## src/rtl/perceptron_classifier.sv

```systemverilog
// perceptron_classifier: two-stage inference pipeline that classifies (x1, x2) samples with captured weights.
// Optional macro PCLS_ERRCNT_EN pipelines t_in alongside each sample and counts label mismatches in err_cnt.
module perceptron_classifier #(
   parameter int XW   = 7,
   parameter int WW   = 14,
   parameter int CNTW = 16
) (
   input  logic                 clk,
   input  logic                 rst_n,
   input  logic                 ld_weights,
   input  logic signed [WW-1:0] W1,
   input  logic signed [WW-1:0] W2,
   input  logic signed [WW-1:0] Bias,
   input  logic                 in_valid,
   output logic                 in_ready,
   input  logic signed [XW-1:0] x1,
   input  logic signed [XW-1:0] x2,
   input  logic [1:0]           t_in,
   output logic                 out_valid,
   input  logic                 out_ready,
   output logic [1:0]           y,
   output logic signed [WW+8:0] y_sum,
   output logic                 armed,
   output logic [CNTW-1:0]      res_cnt,
   output logic [CNTW-1:0]      err_cnt
);
   localparam int PW = WW + XW;
   localparam int SW = WW + 9;

   logic signed [WW-1:0] w1_q, w2_q, bias_q;
   logic                 armed_q;
   logic                 s1_v, s2_v;
   logic signed [PW-1:0] p1_q, p2_q;
   logic [1:0]           y_q;
   logic signed [SW-1:0] sum_q;
   logic [CNTW-1:0]      res_q;

   logic                 ld_acc, s1_adv, accept, consume;
   logic signed [PW-1:0] prod1, prod2;
   logic signed [SW-1:0] sum_c;

   // Handshake decode and the arithmetic for both stages.
   always_comb begin
      ld_acc   = ld_weights & ~s1_v & ~s2_v;
      s1_adv   = ~s2_v | out_ready;
      in_ready = armed_q & ~ld_weights & (~s1_v | s1_adv);
      accept   = in_valid & in_ready;
      consume  = s2_v & out_ready;
      prod1    = PW'(x1) * PW'(w1_q);
      prod2    = PW'(x2) * PW'(w2_q);
      sum_c    = SW'(p1_q) + SW'(p2_q) + (SW'(bias_q) <<< 4);
   end

   // Weight shadow registers, pipeline stages and the result counter.
   always_ff @(posedge clk or negedge rst_n) begin
      if (!rst_n) begin
         w1_q    <= '0;
         w2_q    <= '0;
         bias_q  <= '0;
         armed_q <= 1'b0;
         s1_v    <= 1'b0;
         s2_v    <= 1'b0;
         p1_q    <= '0;
         p2_q    <= '0;
         y_q     <= 2'b00;
         sum_q   <= '0;
         res_q   <= '0;
      end else begin
         if (ld_acc) begin
            w1_q    <= W1;
            w2_q    <= W2;
            bias_q  <= Bias;
            armed_q <= 1'b1;
         end

         if (accept) begin
            p1_q <= prod1;
            p2_q <= prod2;
            s1_v <= 1'b1;
         end else if (s1_adv) begin
            s1_v <= 1'b0;
         end

         // Output registers only change when new data arrives, so they hold under backpressure.
         if (s1_adv) begin
            s2_v <= s1_v;
            if (s1_v) begin
               sum_q <= sum_c;
               y_q   <= sum_c[SW-1] ? 2'b11 : 2'b01;
            end
         end

         if (ld_acc)
            res_q <= '0;
         else if (consume && res_q != '1)
            res_q <= res_q + CNTW'(1);
      end
   end

`ifdef PCLS_ERRCNT_EN
   logic [1:0]      t_s1, t_s2;
   logic [CNTW-1:0] err_q;

   // Label travels with its sample so the mismatch check lines up with the emerging result.
   always_ff @(posedge clk or negedge rst_n) begin
      if (!rst_n) begin
         t_s1  <= 2'b00;
         t_s2  <= 2'b00;
         err_q <= '0;
      end else begin
         if (accept)
            t_s1 <= t_in;
         if (s1_adv && s1_v)
            t_s2 <= t_s1;
         if (ld_acc)
            err_q <= '0;
         else if (consume && y_q != t_s2 && err_q != '1)
            err_q <= err_q + CNTW'(1);
      end
   end

   assign err_cnt = err_q;
`else
   logic [1:0] unused_t_in;
   assign unused_t_in = t_in;
   assign err_cnt     = '0;
`endif

   assign out_valid = s2_v;
   assign y         = y_q;
   assign y_sum     = sum_q;
   assign armed     = armed_q;
   assign res_cnt   = res_q;

endmodule

```

## config.mk

```make
export PLATFORM = sky130hd
export DESIGN_NAME = perceptron_classifier
export DESIGN_NICKNAME = d
export VERILOG_FILES = /design/src/rtl/perceptron_classifier.sv
export SDC_FILE = /design/constraint.sdc
export NUM_CORES = 1
export LEC_CHECK = 0
export CAP_MARGIN = 10
export CORE_MARGIN = 8
export CORE_UTILIZATION = 60
export DETAILED_ROUTE_END_ITERATION = 10
export PLACE_DENSITY = 0.83
export SYNTH_ARGS = -nofsm -noshare
export SYNTH_HDL_FRONTEND = slang
export SYNTH_SLANG_ARGS = --single-unit
```

## constraint.sdc

```tcl
create_clock -name clk -period 5.5 [get_ports clk]
set_clock_uncertainty 0.05 [all_clocks]
set_input_delay 1.1 -clock clk [delete_from_list [all_inputs] [get_ports clk]]
set_output_delay 1.1 -clock clk [all_outputs]
set_load 0.005 [all_outputs]
```

# Word-level counts from Yosys, hierarchy flattened
# Cells that the tools add are included.
[word_totals]
latch_bits = 0
out_inout_bits = 60
wordCells = 37
rom_bits = 0
mem_count = 0
input_bits = 63
ramBits = 0
ff_bits = 128
[classes]
n_eq_ne = 1
n_reduce_logical = 4
magnitude_cmp = 0
bitwise_logic = 11
shifts = 0
addsub = 3
div = 0
mux = 5
n_mul = 2
[op_table]
columns = ["op", "n"]
rows = [
  ["multiplier 7 x 14 -> 21 bit", 2],
  ["two-way mux 16 bit", 2],
  ["adder 22 x 18 -> 23 bit", 1],
  ["adder 21 x 21 -> 22 bit", 1],
  ["adder 16 x 1 -> 16 bit, second input constant", 1],
  ["!= test 16 bit, second input constant", 1],
  ["AND 1 bit", 6],
  ["nonzero test 2 bit", 2],
  ["NOT 1 bit", 3],
  ["two-way mux 1 bit", 2],
  ["two-way mux 2 bit", 1],
  ["bitwise OR 1 bit", 2],
  ["AND reduction 2 bit", 1],
  ["logical AND 1 bit", 1],
]

# Longest topological paths before layout
[logic_depth]
ltp_word = 6
mapped_depth = 17
mapped_depth_nobuf = 16

# Worst setup path before layout
# Ideal clock, no wire load.
[synth_path]
path_kind = "input-to-reg"
startpoint = "input port x2[5]"
endpoint = "register p2_q[18]"
arrival_ns = 5.220
setup_time_ns = 0.135
path_buffers = 1
path_slack_ns = 0.095
stages = 16
t_required_ns = 5.315
cell_sequence = "clkbuf_1 nand2_1 fa_1 fa_1 inv_1 fa_1 inv_1 fa_1 inv_1 ha_1 o211a_4 a21oi_2 or4b_4 a211oi_2 mux2i_1 o311ai_1"
[synth_via]
elab_chain_cells = 1
[synth_lines]
columns = ["element", "line_no", "rtl"]
rows = [
  ["from (decl)", "17", "input logic signed [XW-1:0] x2,"],
  ["multiplier 7 x 14 -> 21 bit", "50", "prod2 = PW'(x2) * PW'(w2_q);"],
  ["to (signal assigned)", "78", "p2_q <= prod2;"],
  ["to (decl)", "33", "logic signed [PW-1:0] p1_q, p2_q;"],
]
# No other way between the ends.
# A chain may end at the register's enable or synchronous reset.

# Final worst setup path
[layout_path]
startpoint = "input port x2[3]"
endpoint = "register p2_q[20]"
# The elaborated chain is that of the path after synthesis.

==> reports/qor.csv <==
stage;metric;value;unit
run;max cap viols;0;
grt;vias in the first global route;11600;
synth;Post-Syn Instances;1425;
die;IO Count;123;
clock_network;TritonCTS clock tree;done;
timing;crit share post-route;0.965;
placed_design;Buffers on Ports;104;
finish;Layout Cells excl Fill;1915;
synth;register area share after synthesis;0.233;
placed_design;detailed-placement wirelength estimate;24.7;mm
worst_setup_path;Critical Path RT;5740;ps
clock_network;Clock Path Buffers;2;
die;number of cell rows;55;
grt;GRT Total Usage;0.239;
hold_path;Hold Path Class;reg -> reg;
worst_setup_path;R2R setup slack;600;ps
hold_path;worst hold endpoint;y_sum[9]$_DFFE_PN0P_;
drt;Routed WL;32.0;mm
worst_setup_path;CP bufs+invs;4;
timing;Hold Violations, Final;0;
placed_design;Placer Congestion;0.940;
worst_setup_path;Reg2Reg Depth;15;
drt;WL/cell;16.7;µm
timing;Final TNS setup;0;ps
clock_network;# hold bufs at CTS;0;
timing;minimum clock period;5310;ps
worst_setup_path;CP Cell Sequence;dlygate4sd2_1, buf_4, and2_1, fa_1, inv_1, fa_1, fa_1, inv_1, fa_1, ha_1, o21a_1, nor2_1, or4b_4, a211oi_4, mux2i_1, o311ai_1;
finish;Filler cells;1553;
drt;Post-DRT Antenna Nets;0;
worst_setup_path;r2r startpoint;w2_q[4]$_DFFE_PN0P_;
worst_setup_path;worst stage delay on the critical path;570;ps
worst_setup_path;CP Max Fanout;9;
worst_setup_path;startpoint types;input pin;
finish;Layout Nets;1958;
synth;Yosys cell types;68;
timing;Max Clk Rate;0.188;GHz
worst_setup_path;Worst path top cell family by delay;adder cells;
placed_design;pre-CTS setup slack;-537;ps
worst_setup_path;WS Path Type;in -> reg;
timing;setup violators final;0;
hold_path;hold path start;y_sum[9]$_DFFE_PN0P_;
clock_network;CTS root buffer;clkbuf_16;
worst_setup_path;CP Data Arrival Time;5550;ps
grt;pin count of the biggest net entering global routing;87;
synth;Mean Syn Cell Area;9.55;µm²
worst_setup_path;terminus of the critical flop-to-flop path;p2_q[20]$_DFFE_PN0P_;
worst_setup_path;Most common cell on crit path;fa_1;
synth;synth warn;0;
synth;post-synthesis cell area;13600;µm²
die;chip width;167;µm
hold_path;hold depth;2;
worst_setup_path;CP endpoint kind;flip-flop;
finish;area grow syn2layout;19.8;%
finish;Inserted Diodes;0;
synth;fraction of registers with async set/reset;1.00;
drt;Starting DRT DRC Count;760;
die;die area;27800;µm²
die;Initial Utilization;0.607;
run_status;status;finished clean;
synth;register bit count reported by yosys;127;
synth;prevailing post-synth register cell;dfrtp_1;
clock_network;clock net sink count;127;
drt;router iterations before antenna repair;5;
timing;Slew HR;0.200;
grt;initial antenna violation count;0;
timing;Slew Viols, Final;0;
worst_setup_path;Slowest cell on crit path;or4b_4;
clock_network;CTS buffer count;17;
clock_network;Worst-Skew Late Latency;440;ps
grt;global route overflow;0;
grt;first-pass GRT wire length;54.8;mm
drt;# DRC;0;
die;core area;22400;µm²
drt;Via Count;10900;
clock_network;Worst-path clk slew;60;ps
timing;final worst slack;195;ps
die;die height;167;µm
drt;routed vias/inst;5.72;
placed_design;placed insts;1884;
finish;share of cells above drive strength 1;0.129;
timing;Tightest Pin Transition;1200;ps
synth;Post-synth EDFFs;0;
clock_network;# H-tree levels;4;
## worst register-to-register path, stage by stage (launching register included)
cell	delay (ps)
dfrtp_1	540
nand2_1	140
fa_1	550
inv_1	50
fa_1	510
fa_1	560
inv_1	60
fa_1	520
inv_1	50
ha_1	330
o211a_4	180
a21oi_2	60
or4b_4	590
a211oi_4	240
mux2i_1	210
o311ai_1	120
## how the worst max path moves through the flow
stage / depth (start not counted) / startpoint / to / slack (ps)
CTS: 17 / x2[2] / p2_q[20]$_DFFE_PN0P_ / 7
detailed placement: 16 / x2[6] / p2_q[20]$_DFFE_PN0P_ / -540
floorplan: 16 / x2[5] / p2_q[18]$_DFFE_PN0P_ / 100
global route: 16 / x2[6] / p2_q[20]$_DFFE_PN0P_ / -20
global placement: 16 / x2[5] / p2_q[20]$_DFFE_PN0P_ / -420
finish: 16 / x2[3] / p2_q[20]$_DFFE_PN0P_ / 190
## routing by layer
layer,global-route usage,vias up,part of all wire
li1,-,5012,-
met1,0.291,5501,0.41
met2,0.407,361,0.49
met3,0.0468,73,0.062
met4,0.105,0,0.037
met5,0,-,0
## sequential cells by signal, summed over array words and instances, names as in the netlist
register   flops
y_sum         22
res_cnt       16
p2_q          21
w1_q          14
y              2
out_valid      1
armed          1
bias_q        14
p1_q          21
s1_v           1
w2_q          14
## kinds of logic (layout without fill, tap and decap cells)
logic type,count (synthesis),count (layout),share of synthesized area
muxes,50,50,0.0408
and+or+nand+nor,474,474,0.176
buffers and inverters,240,430,0.0714
xor gates and xnor gates,51,51,0.0328
AOI/OAI and AO/OA,206,206,0.100
other,1,16,0.000275
adders and majority gates,276,276,0.345
DFF,127,127,0.233
## cell usage in the layout (no fill, tap or decap), types with 8 or more instances in the layout
cell | synthesis | layout
inv_1 | 183 | 183
fa_1 | 166 | 166
nand2_1 | 150 | 149
and2_1 | 141 | 141
dfrtp_1 | 127 | 127
buf_4 | 17 | 110
ha_1 | 110 | 109
clkdlybuf4s50_1 | 0 | 92
nor2_1 | 72 | 69
o21ai_0 | 51 | 50
a21oi_1 | 48 | 48
mux2_2 | 43 | 43
nand3_1 | 31 | 31
xnor2_1 | 30 | 29
xor2_1 | 21 | 21
a21o_1 | 18 | 18
clkbuf_16 | 0 | 17
nor3_1 | 16 | 16
conb_1 | 1 | 16
nand2b_1 | 15 | 15
nand4_1 | 14 | 14
o21ai_1 | 11 | 10
a211oi_1 | 9 | 9
o21a_1 | 9 | 9
o211ai_1 | 9 | 9
and3_1 | 8 | 8
nor3b_1 | 9 | 8
## metrics by stage
stage	util	area [µm²]	hold WS, ps
floorplan	-	13700	393
global placement	0.697	15600	401
detailed placement	0.697	15600	422
CTS	0.723	16200	435
global route	0.727	16300	467
finish	0.727	16300	429
## area by class of cell
| type | count | area (µm²) | area share |
|---|---|---|---|
| Clock buffer | 17 | 425 | 0.0261 |
| Tap cell | 285 | 357 | 0.0219 |
| Clock inverter | 13 | 165 | 0.0101 |
| Inverter | 184 | 691 | 0.0424 |
| Sequential cell | 127 | 3180 | 0.195 |
| Timing Repair Buffer | 216 | 1900 | 0.117 |
| Multi-Input combinational cell | 1073 | 9590 | 0.588 |
## synth_stat cells (2+ instances only)
library cell	n	area share
inv_1	183	0.050
fa_1	166	0.24
nand2_1	150	0.041
and2_1	141	0.065
dfrtp_1	127	0.23
ha_1	110	0.10
nor2_1	72	0.020
o21ai_0	51	0.019
a21oi_1	48	0.018
mux2_2	43	0.036
nand3_1	31	0.011
clkbuf_1	30	0.0083
xnor2_1	30	0.019
xor2_1	21	0.014
a21o_1	18	0.0099
buf_4	17	0.0094
nor3_1	16	0.0059
nand2b_1	15	0.0069
nand4_1	14	0.0064
o21ai_1	11	0.0040
a211oi_1	9	0.0050
nor3b_1	9	0.0050
o211ai_1	9	0.0050
o21a_1	9	0.0050
and3_1	8	0.0037
o31ai_1	7	0.0039
buf_2	6	0.0022
mux2i_1	6	0.0044
a211o_1	4	0.0026
a211oi_2	4	0.0037
nand3b_1	4	0.0022
o21bai_1	4	0.0022
o311ai_0	4	0.0026
o311ai_1	4	0.0026
a21oi_2	3	0.0019
and4_1	3	0.0019
buf_1	3	0.00083
or3_1	3	0.0014
a2111o_1	2	0.0017
a221oi_1	2	0.0013
## what timing repair did
| item | 4_1_cts | 5_1_grt |
|---|---|---|
| setup buffers | 0 | 1 |
| gates resized for setup | 7 | 18 |
| pin swaps | 2 | 4 |
| setup endpoints to repair | 4 | 11 |
Power is left out: the tool's default activity adds up to more than one toggle a clock period on the data nets, which glitch-free logic cannot reach.
